[src/rtl/mux_truth_table_scanner_if.sv]
// mux_truth_table_scanner_if: stimulus/capture bundle between the scanner and its function under test
interface mux_truth_table_scanner_if #(parameter int N_INPUTS = 3);
  logic                       start;
  logic                       y_in;
  logic [N_INPUTS-1:0]        drv;
  logic                       busy;
  logic                       done;
  logic [(1<<N_INPUTS)-1:0]   minterms;
  logic [N_INPUTS:0]          mismatch_count;
  logic                       pass;
  modport master (output start, y_in, input drv, busy, done, minterms, mismatch_count, pass);
  modport slave  (input start, y_in, output drv, busy, done, minterms, mismatch_count, pass);
endinterface

[src/rtl/mux_truth_table_scanner.sv]
// mux_truth_table_scanner: walks every input combination, captures y_in per vector and counts mismatches
module mux_truth_table_scanner #(
  parameter int                        N_INPUTS      = 3,
  parameter int                        SETTLE_CYCLES = 1,
  parameter logic [(1<<N_INPUTS)-1:0]  EXPECTED      = 8'h04
) (
  input  logic                               clk,
  input  logic                               rst_n,
  mux_truth_table_scanner_if.slave           bus
);
  localparam int V  = 1 << N_INPUTS;
  localparam int CW = $clog2(SETTLE_CYCLES + 1);
  typedef enum logic [1:0] {IDLE, SETTLE, SAMPLE, DONE} state_t;
  state_t              r_state;
  logic [N_INPUTS-1:0] r_idx;
  logic [CW-1:0]       r_cnt;
  logic [N_INPUTS-1:0] r_drv;
  logic                r_busy;
  logic                r_done;
  logic [V-1:0]        r_minterms;
  logic [N_INPUTS:0]   r_mc;
  logic                r_pass;
  logic                w_miss;
  logic [N_INPUTS:0]   w_mc_next;
  assign w_miss    = bus.y_in != EXPECTED[r_idx];
  assign w_mc_next = r_mc + {{N_INPUTS{1'b0}}, w_miss};
  assign bus.drv            = r_drv;
  assign bus.busy           = r_busy;
  assign bus.done           = r_done;
  assign bus.minterms       = r_minterms;
  assign bus.mismatch_count = r_mc;
  assign bus.pass           = r_pass;
  // scan FSM; pass is taken from the post-sample count so it is valid alongside done
  always_ff @(posedge clk or negedge rst_n) begin
    if (!rst_n) begin
      r_state    <= IDLE;
      r_idx      <= '0;
      r_cnt      <= '0;
      r_drv      <= '0;
      r_busy     <= 1'b0;
      r_done     <= 1'b0;
      r_minterms <= '0;
      r_mc       <= '0;
      r_pass     <= 1'b0;
    end else begin
      case (r_state)
        IDLE: if (bus.start) begin
          r_idx      <= '0;
          r_drv      <= '0;
          r_minterms <= '0;
          r_mc       <= '0;
          r_busy     <= 1'b1;
          r_cnt      <= CW'(SETTLE_CYCLES);
          r_state    <= SETTLE;
        end
        SETTLE: if (r_cnt == CW'(1)) r_state <= SAMPLE;
                else r_cnt <= r_cnt - CW'(1);
        SAMPLE: begin
          r_minterms[r_idx] <= bus.y_in;
          r_mc              <= w_mc_next;
          if (r_idx == N_INPUTS'(V - 1)) begin
            r_state <= DONE;
            r_busy  <= 1'b0;
            r_done  <= 1'b1;
            r_pass  <= w_mc_next == '0;
          end else begin
            r_idx   <= r_idx + N_INPUTS'(1);
            r_drv   <= r_idx + N_INPUTS'(1);
            r_cnt   <= CW'(SETTLE_CYCLES);
            r_state <= SETTLE;
          end
        end
        DONE: begin
          r_done  <= 1'b0;
          r_pass  <= r_mc == '0;
          r_state <= IDLE;
        end
        default: r_state <= IDLE;
      endcase
    end
  end
endmodule

[src/flat_wrapper.sv]
// flat-port wrapper written by rule: the top's interface ports become plain ports
module mux_truth_table_scanner_flat 
#(
  parameter int                        N_INPUTS      = 3,
  parameter int                        SETTLE_CYCLES = 1,
  parameter logic [(1<<N_INPUTS)-1:0]  EXPECTED      = 8'h04
)
  (clk, rst_n, bus_start, bus_y_in, bus_drv, bus_busy, bus_done, bus_minterms, bus_mismatch_count, bus_pass);
  mux_truth_table_scanner_if #(.N_INPUTS(N_INPUTS)) bus_i ();
  input  logic clk;
  input  logic rst_n;
  input wire logic [$bits(bus_i.start)-1:0] bus_start;
  input wire logic [$bits(bus_i.y_in)-1:0] bus_y_in;
  output wire logic [$bits(bus_i.drv)-1:0] bus_drv;
  output wire logic [$bits(bus_i.busy)-1:0] bus_busy;
  output wire logic [$bits(bus_i.done)-1:0] bus_done;
  output wire logic [$bits(bus_i.minterms)-1:0] bus_minterms;
  output wire logic [$bits(bus_i.mismatch_count)-1:0] bus_mismatch_count;
  output wire logic [$bits(bus_i.pass)-1:0] bus_pass;
  assign bus_i.start = bus_start;
  assign bus_i.y_in = bus_y_in;
  assign bus_drv = bus_i.drv;
  assign bus_busy = bus_i.busy;
  assign bus_done = bus_i.done;
  assign bus_minterms = bus_i.minterms;
  assign bus_mismatch_count = bus_i.mismatch_count;
  assign bus_pass = bus_i.pass;
  mux_truth_table_scanner #(.N_INPUTS(N_INPUTS), .SETTLE_CYCLES(SETTLE_CYCLES), .EXPECTED(EXPECTED)) u_core (.clk(clk), .rst_n(rst_n), .bus(bus_i));
endmodule
[config.mk]
export PLATFORM = sky130hd
export DESIGN_NAME = mux_truth_table_scanner_flat
export DESIGN_NICKNAME = d
export VERILOG_FILES = /design/src/rtl/mux_truth_table_scanner_if.sv /design/src/rtl/mux_truth_table_scanner.sv /design/src/flat_wrapper.sv
export SDC_FILE = /design/constraint.sdc
export NUM_CORES = 1
export LEC_CHECK = 0
export CAP_MARGIN = 25
export CORE_UTILIZATION = 40
export CTS_CLUSTER_DIAMETER = 30
export CTS_CLUSTER_SIZE = 28
export DETAILED_ROUTE_END_ITERATION = 8
export GPL_ROUTABILITY_DRIVEN = 0
export HOLD_SLACK_MARGIN = 0.1
export PLACE_DENSITY_LB_ADDON = 0.25
export SYNTH_ARGS = -nofsm -noshare
export SYNTH_HDL_FRONTEND = slang
export SYNTH_SLANG_ARGS = --single-unit
[constraint.sdc]
create_clock -name clk -period 3.1 [get_ports clk]
set_input_delay 0.93 -clock clk [delete_from_list [all_inputs] [get_ports clk]]
set_output_delay 0.93 -clock clk [all_outputs]
set_load 0.02 [all_outputs]
==> summary.txt, run 1 <==
Status
  • Status: complete, no violations

Finish
  • Area growth, synth to finish: 22.5%
  • Cell Count, Final, Fillers Out: 158
  • Final Net Count: 138
  • Antenna diodes: 0
  • Share of cells above drive strength 1: 8.59%

Placement
  • DPL Wire Length: between 1500 and 2000 um
  • Inst Count DP: 154
  • Port Buffers: 21

Power and ir drop
  • Combinational power share: a little under half
  • Switching Fraction: 41.7%
  • Leak: slightly above 0.6 nW
  • Switch Pwr: 0.000459 W
  • Register share of total power: 42.4%
  • Clock power frac: 11.9%
  • Total power: between 0.001 and 0.0015 W
  • VDD IR max: 0.438 mV
  • Internal power: 0.000642 W
  • PwrDens: about 800 nW/um2

Timing
  • Final setup violation count: 0
  • RSZ-0062 raised after global routing: false
  • Slew at the pin with the worst max-slew slack: 0.518 ns
  • Fin. max-slew vios: 0
  • Clock skew: 0.00278 ns
  • Setup_tns: 0 ns
  • Final Cycle Share: about four fifths
  • Relative slew slack: 65.5%
  • Max Clock Freq: between 300 and 400 MHz
  • Hold Violations, Final: 0
  • Fin crit period: 2.54 ns

Floorplanning
  • Starting Density: 43.8%
  • # rows: 18
  • Placeable Area: 2570 um2
  • Die X: 55.0 um
  • Ports: 22
  • Die height: 55.0 um
  • Die area: just over 3000 um2

Clock network
  • Post-CTS Resized: 0
  • H-tree Lvls: 1
  • Clk root buf: clkbuf_4
  • Clk Latency, worst-skew pair: 0.30 ns
  • CTS tree: built
  • Clk slew on worst S/H paths: about 0.11 ns
  • Hold buffers post-CTS: 0
  • CTS Sinks: 21
  • CTS Buf Count: 3
  • Post-CTS Setup Inserts: 0
  • Max Root-Sink Buffers: 2

GRT
  • Pin count of the biggest net entering global routing: 22
  • GRT Util Overall: 18.5%
  • Antenna violations before repair: 0
  • First-pass GRT wire length: 3880 um
  • Grt ovf: 0
  • Vias in the first global route: 845

Worst setup path
  • Setup CP Type: flip-flop to output port
  • Cell count of the worst reg-to-reg path: 9
  • Worst setup EP type: output port
  • CP required: about 2.2 ns
  • Startpoint type of the worst setup path: flip-flop
  • Crit path DAT: 1.61 ns
  • Setup crit start: u_core.r_idx[1]
  • Largest stage delay, worst path: 0.69 ns
  • Critical path cell sequence: clkdlybuf4s50_1
  • Reg2reg start: u_core.r_idx[0]
  • Top delay family on crit path: buffers and inverters
  • Critical-path maximum fanout: 14
  • Buf/Inv on CP: 1
  • CP Depth: 1
  • Slowest library cell on the worst path: clkdlybuf4s50_1

Yosys
  • Mean Syn Cell Area: 10.5 um2
  • Syn Inst Count: roughly 110
  • Commonest cells post-synth: 21 x dfrtp_1, 12 x nand2_1, 6 x mux2i_1, 6 x o21ai_0
  • Fraction of registers with async set/reset: 100%
  • Largest cells by area after synthesis: dfrtp_1 47%, ha_1 5.6%, mux2i_1 5.3%, nand2_1 4.0%, a22o_1 3.1%
  • Sequential cell area fraction in the yosys report: a little under half
  • YS warnings: 0
  • Cell taking the most area after synthesis: dfrtp_1
  • Syn nets: 116
  • Count leader, synth: dfrtp_1
  • Post-synthesis register bit count: 21
  • Synth unique cells: 36
  • EDFF count, synth: 0
  • Synthesized area: 1120 um2
  • Synth top area share: 46.7%
  • Main synth FF type: dfrtp_1

Route
  • Drt initial violations: 14
  • Via density: 5.37
  • Routed WL: 2170 um
  • DR WL/cell: 13.7 um
  • # DRC: 0
  • Antenna violation net count after detailed routing: 0
  • Number of detailed-route iterations in the first pass: 4
  • Via Count: 849

Flow run
  • Max_cap viols: 0

Min path
  • Min-delay worst type: flip-flop to flip-flop
  • Cells on Worst Hold Path: 1
  • Hold path startpoint: u_core.r_cnt
power groups by stage:
stage,sequential [W],combinational (W),clock (W)
5_1_grt,0.000485,0.000563,0.000148
4_1_cts,0.000465,0.000506,0.000139
6_report,0.000467,0.000502,0.000131
3_5_place_dp,0.000471,0.000504,0
3_3_place_gp,0.000466,0.000494,0
2_1_floorplan,0.000492,0.000302,0
cells by family (layout without fill, tap and decap cells):
logic type,Yosys count,count (layout),synth area share [%]
muxes,6,6,5.34
xor gates and xnor gates,2,2,1.56
buffers and inverters,12,33,5.56
DFF,21,21,46.7
and+or+nand+nor,33,33,17.2
adders and majority gates,5,5,5.56
AOI/OAI and AO/OA,28,28,18.0
stage by stage:
| stage | area (um2) | utilization, % | hold WS, ns | setup slack (ns) |
|---|---|---|---|---|
| floorplan | 1120 | - | 0.446 | 0.892 |
| global placement | 1350 | 52.6 | 0.472 | 0.472 |
| detailed placement | 1350 | 52.6 | 0.468 | 0.445 |
| CTS | 1380 | 53.7 | 0.485 | 0.537 |
| global route | 1380 | 53.7 | 0.507 | 0.477 |
| finish | 1380 | 53.7 | 0.482 | 0.559 |
layout by cell type, fill, tap and decap left out, drive strengths merged:
cell type      instances
clkinv                 1
a22oi                  1
a2bb2oi                1
buf                    3
or4                    1
or3b                   1
o31ai                  3
a21o                   1
nor3                   2
nor3b                  3
or3                    1
a211oi                 1
dfrtp                 21
o311ai                 1
ha                     5
xnor2                  2
o41ai                  1
nand3b                 3
nor2                   3
mux2i                  6
a22o                   4
a21oi                  5
nand2                 12
nand2b                 2
o21ai                  8
nor2b                  1
clkdlybuf4s50         21
inv                    4
clkbuf                 4
nand3                  3
o211ai                 1
o21bai                 1
nand4b                 1
sequential cells by signal (all words and copies together), names as in the netlist:
| name | flops |
|---|---|
| u_core.bus.minterms | 8 |
| u_core.bus.mismatch_count | 4 |
| u_core.r_idx | 3 |
| u_core.r_state | 2 |
| u_core.bus.busy | 1 |
| u_core.bus.done | 1 |
| u_core.bus.pass | 1 |
| u_core.r_cnt | 1 |
final cells by class:
cell class / count / area (um2)
timing repair buffer: 24 / 233
sequential: 21 / 526
multi-input combinational: 74 / 537
clock buffer: 4 / 26.3
fill: 244 / 1190
tap: 30 / 37.5
inverter: 5 / 18.8
metal layers:
metal / GRT usage (%) / vias up / wire length [um]
li1: - / 426 / -
met1: 24.6 / 401 / 1130
met2: 28.9 / 17 / 916
met3: 5.74 / 5 / 89
met4: 5.00 / 0 / 27
met5: 0 / - / 0
final timing paths:
kind,end,slack [ns]
setup / recovery,bus_drv[1],0.56
hold / removal,u_core.r_state[0],0.48
setup reg to reg,u_core.bus.pass,1.02
hold reg to reg,u_core.r_state[0],0.48
max in group asynchronous,u_core.bus.busy,1.94
min in group asynchronous,u_core.bus.minterms[2],0.95
Power figures use the tool's default switching activity.
==> inputs of run 2 (changes only) <==
==> constraint.sdc (replaced) <==
create_clock -name clk -period 2.2 [get_ports clk]
set_input_delay 0.66 -clock clk [delete_from_list [all_inputs] [get_ports clk]]
set_output_delay 0.66 -clock clk [all_outputs]
set_load 0.02 [all_outputs]
==> run 2 against run 1 <==
Net effect: register-to-register slack worse by 0.76 ns; flip-flop and latch count did not move; worst hold slack improved by 0.0061 ns; sequential power grew 34%; routed wire length rose by 0.74%.
==> summary.txt, run 2 (synthesis results as in run 1) <==
Worst setup path
  • Crit path DAT: 1.44 ns (-0.17 ns)
  • Reg2reg start: u_core.r_idx[1]
  • Startpoint type of the worst setup path: flip-flop
  • Slowest library cell on the worst path: clkdlybuf4s50_1
  • Setup crit start: u_core.r_idx[0]
  • Worst setup EP type: output port
  • Worst reg-to-reg setup slack: 0.26 ns (-0.76 ns)
  • Critical R2R Capture: u_core.bus.pass
  • Cell count of the worst reg-to-reg path: 8 (-1)
  • Critical-path maximum fanout: 7 (-7)
  • CP required: 1.54 ns (-0.63 ns)
  • Largest stage delay, worst path: 0.61 ns (-0.08 ns)
  • Setup CP Type: flip-flop to output port
  • Critical path cell sequence: buf_4 -> clkdlybuf4s50_1

Route
  • Routed WL: 2180 um (+0.74%)
  • Drt initial violations: 5 (-9)
  • # DRC: 0 (unchanged)
  • Antenna violation net count after detailed routing: 0 (unchanged)
  • Via density: 5.29 (-1.6%)
  • DR WL/cell: 13.6 um (-1.1%)
  • Number of detailed-route iterations in the first pass: 4 (unchanged)
  • Via Count: 851 (+0.24%)

Min path
  • Cells on Worst Hold Path: 1 (unchanged)
  • Hold path startpoint: u_core.r_cnt
  • Min-delay worst type: flip-flop to flip-flop
  • WHS Endpoint: u_core.r_state[0]

Clock network
  • Post-CTS Resized: 0 (unchanged)
  • CTS tree: built
  • Clk Latency, worst-skew pair: 0.29 ns (about the same)
  • Clk root buf: clkbuf_4
  • Post-CTS Setup Inserts: 0 (unchanged)
  • Max Root-Sink Buffers: 2 (unchanged)
  • Clk slew on worst S/H paths: 0.11 ns (about the same)
  • H-tree Lvls: 1 (unchanged)
  • CTS Buf Count: 3 (unchanged)
  • CTS Sinks: 21 (unchanged)
  • Hold buffers post-CTS: 0 (unchanged)

Timing
  • Clock skew: 0.00169 ns (-0.00110 ns)
  • Final Cycle Share: 95.6%
  • Fin crit period: around 2.1 ns
  • RSZ-0062 raised after global routing: false
  • Relative slew slack: 67.6% (+2.2 points)
  • Final setup margin: 0.0964 ns (-0.463 ns)
  • Final setup violation count: 0 (unchanged)
  • Slew at the pin with the worst max-slew slack: 0.486 ns (-0.0326 ns)
  • Max Clock Freq: 475 MHz
  • Hold Violations, Final: 0 (unchanged)
  • Fin. max-slew vios: 0 (unchanged)

Power and ir drop
  • Switch Pwr: 0.000646 W (+41%)
  • Leak: 0.637 nW (+5.0%)
  • PwrDens: 1120 nW/um2 (+40%)
  • VDD IR max: 0.670 mV (+53%)
  • Combinational power share: 48.2% (+2.6 points)
  • Clock power frac: 11.7% (-0.2 points)
  • Register share of total power: 40.1% (-2.3 points)
  • Total power: 0.00157 W (+42%)
  • Switching Fraction: 41.2% (-0.47 points)
  • Internal power: 0.000921 W (+43%)

Floorplanning
  • Die X: 55.0 um (unchanged)
  • Die area: 3030 um2 (unchanged)
  • # rows: 18 (unchanged)
  • Die height: 55.0 um (unchanged)
  • Placeable Area: 2570 um2 (unchanged)
  • Ports: 22 (unchanged)
  • Starting Density: 43.8% (unchanged)

GRT
  • GRT Util Overall: 17.4% (-1.1 points)
  • Pin count of the biggest net entering global routing: 22 (unchanged)
  • Vias in the first global route: 824 (-2.5%)
  • Grt ovf: 0 (unchanged)
  • First-pass GRT wire length: 3700 um (-4.8%)
  • Antenna violations before repair: 0 (unchanged)

Placement
  • Port Buffers: 21 (unchanged)
  • DPL Wire Length: 1570 um (+4.6%)
  • Worst slack, placed: -0.201 ns (-0.646 ns)
  • Inst Count DP: 157 (+1.9%)

Finish
  • Area growth, synth to finish: 24.7%
  • Share of cells above drive strength 1: 10.7% (+2.1 points)
  • Filler cells: 247 (+1.2%)
  • Cell Count, Final, Fillers Out: 161 (+1.9%)
  • Antenna diodes: 0 (unchanged)
  • Max FFs per register: 8 (unchanged)
  • Final Net Count: 141 (+2.2%)
  • Most frequent cells in the layout: 21 x dfrtp_1, 20 x clkdlybuf4s50_1, 12 x nand2_1
  • Post-layout util: 54.6% (+0.97 points)
  • Commonest non-fill, non-tap cell in the layout: dfrtp_1

Status
  • Status: complete, no violations

Flow run
  • Max_cap viols: 0 (unchanged)
[run 2: changes by cell type in the layout (fill, tap and decap cells not counted)]
| cell | previous run | this run |
|---|---|---|
| buf_4 | 3 | 6 |
| clkdlybuf4s50_1 | 21 | 20 |
| dlymetal6s2s_1 | 0 | 1 |
[run 2: critical path, delay by kind of cell, from the launching register on]
family	cells	cell delay (ns)
buf+inv	2	0.78
flops	1	0.36
[run 2: worst max-delay path by stage]
stage | to | depth (start not counted)
final | bus_drv[0] | 2
after global routing | u_core.bus.pass | 8
after CTS | bus_drv[1] | 2
after detailed placement | u_core.bus.pass | 8
after global placement | u_core.bus.pass | 8
after floorplan | u_core.bus.pass | 9
[run 2: power by group through the flow]
stage | Combinational, W | Clock [W] | Sequential (W)
floorplan | 0.000426 | 0 | 0.000693
global placement | 0.000743 | 0 | 0.000635
detailed placement | 0.000762 | 0 | 0.000640
CTS | 0.000765 | 0.000190 | 0.000631
global route | 0.000837 | 0.000211 | 0.000654
finish | 0.000755 | 0.000183 | 0.000628
[run 2: cell type report]
type | count | area, um2 | share of cell area, %
clock buffers | 4 | 26.3 | 1.87
multi-input cells | 74 | 537 | 38.3
well taps | 30 | 37.5 | 2.68
inverters | 5 | 18.8 | 1.34
flip-flops and latches | 21 | 526 | 37.5
repair buffers | 27 | 258 | 18.4
[run 2: metrics by stage]
stage	cell area (um2)	setup TNS, ns	hold slack, ns
2_1_floorplan	1120	0	0.364
3_3_place_gp	1370	-0.252	0.473
3_5_place_dp	1370	-0.284	0.478
4_1_cts	1400	0	0.493
5_1_grt	1400	0	0.514
6_report	1400	0	0.488
[run 2: metal layers]
| metal | up-vias | global-route usage, % | routed length, um |
|---|---|---|---|
| met1 | 402 | 24.1 | 1150 |
| met3 | 2 | 2.73 | 79 |
| met2 | 14 | 26.5 | 935 |
| met4 | 0 | 7.92 | 15 |
| met5 | - | 0 | 0 |
| li1 | 433 | - | - |
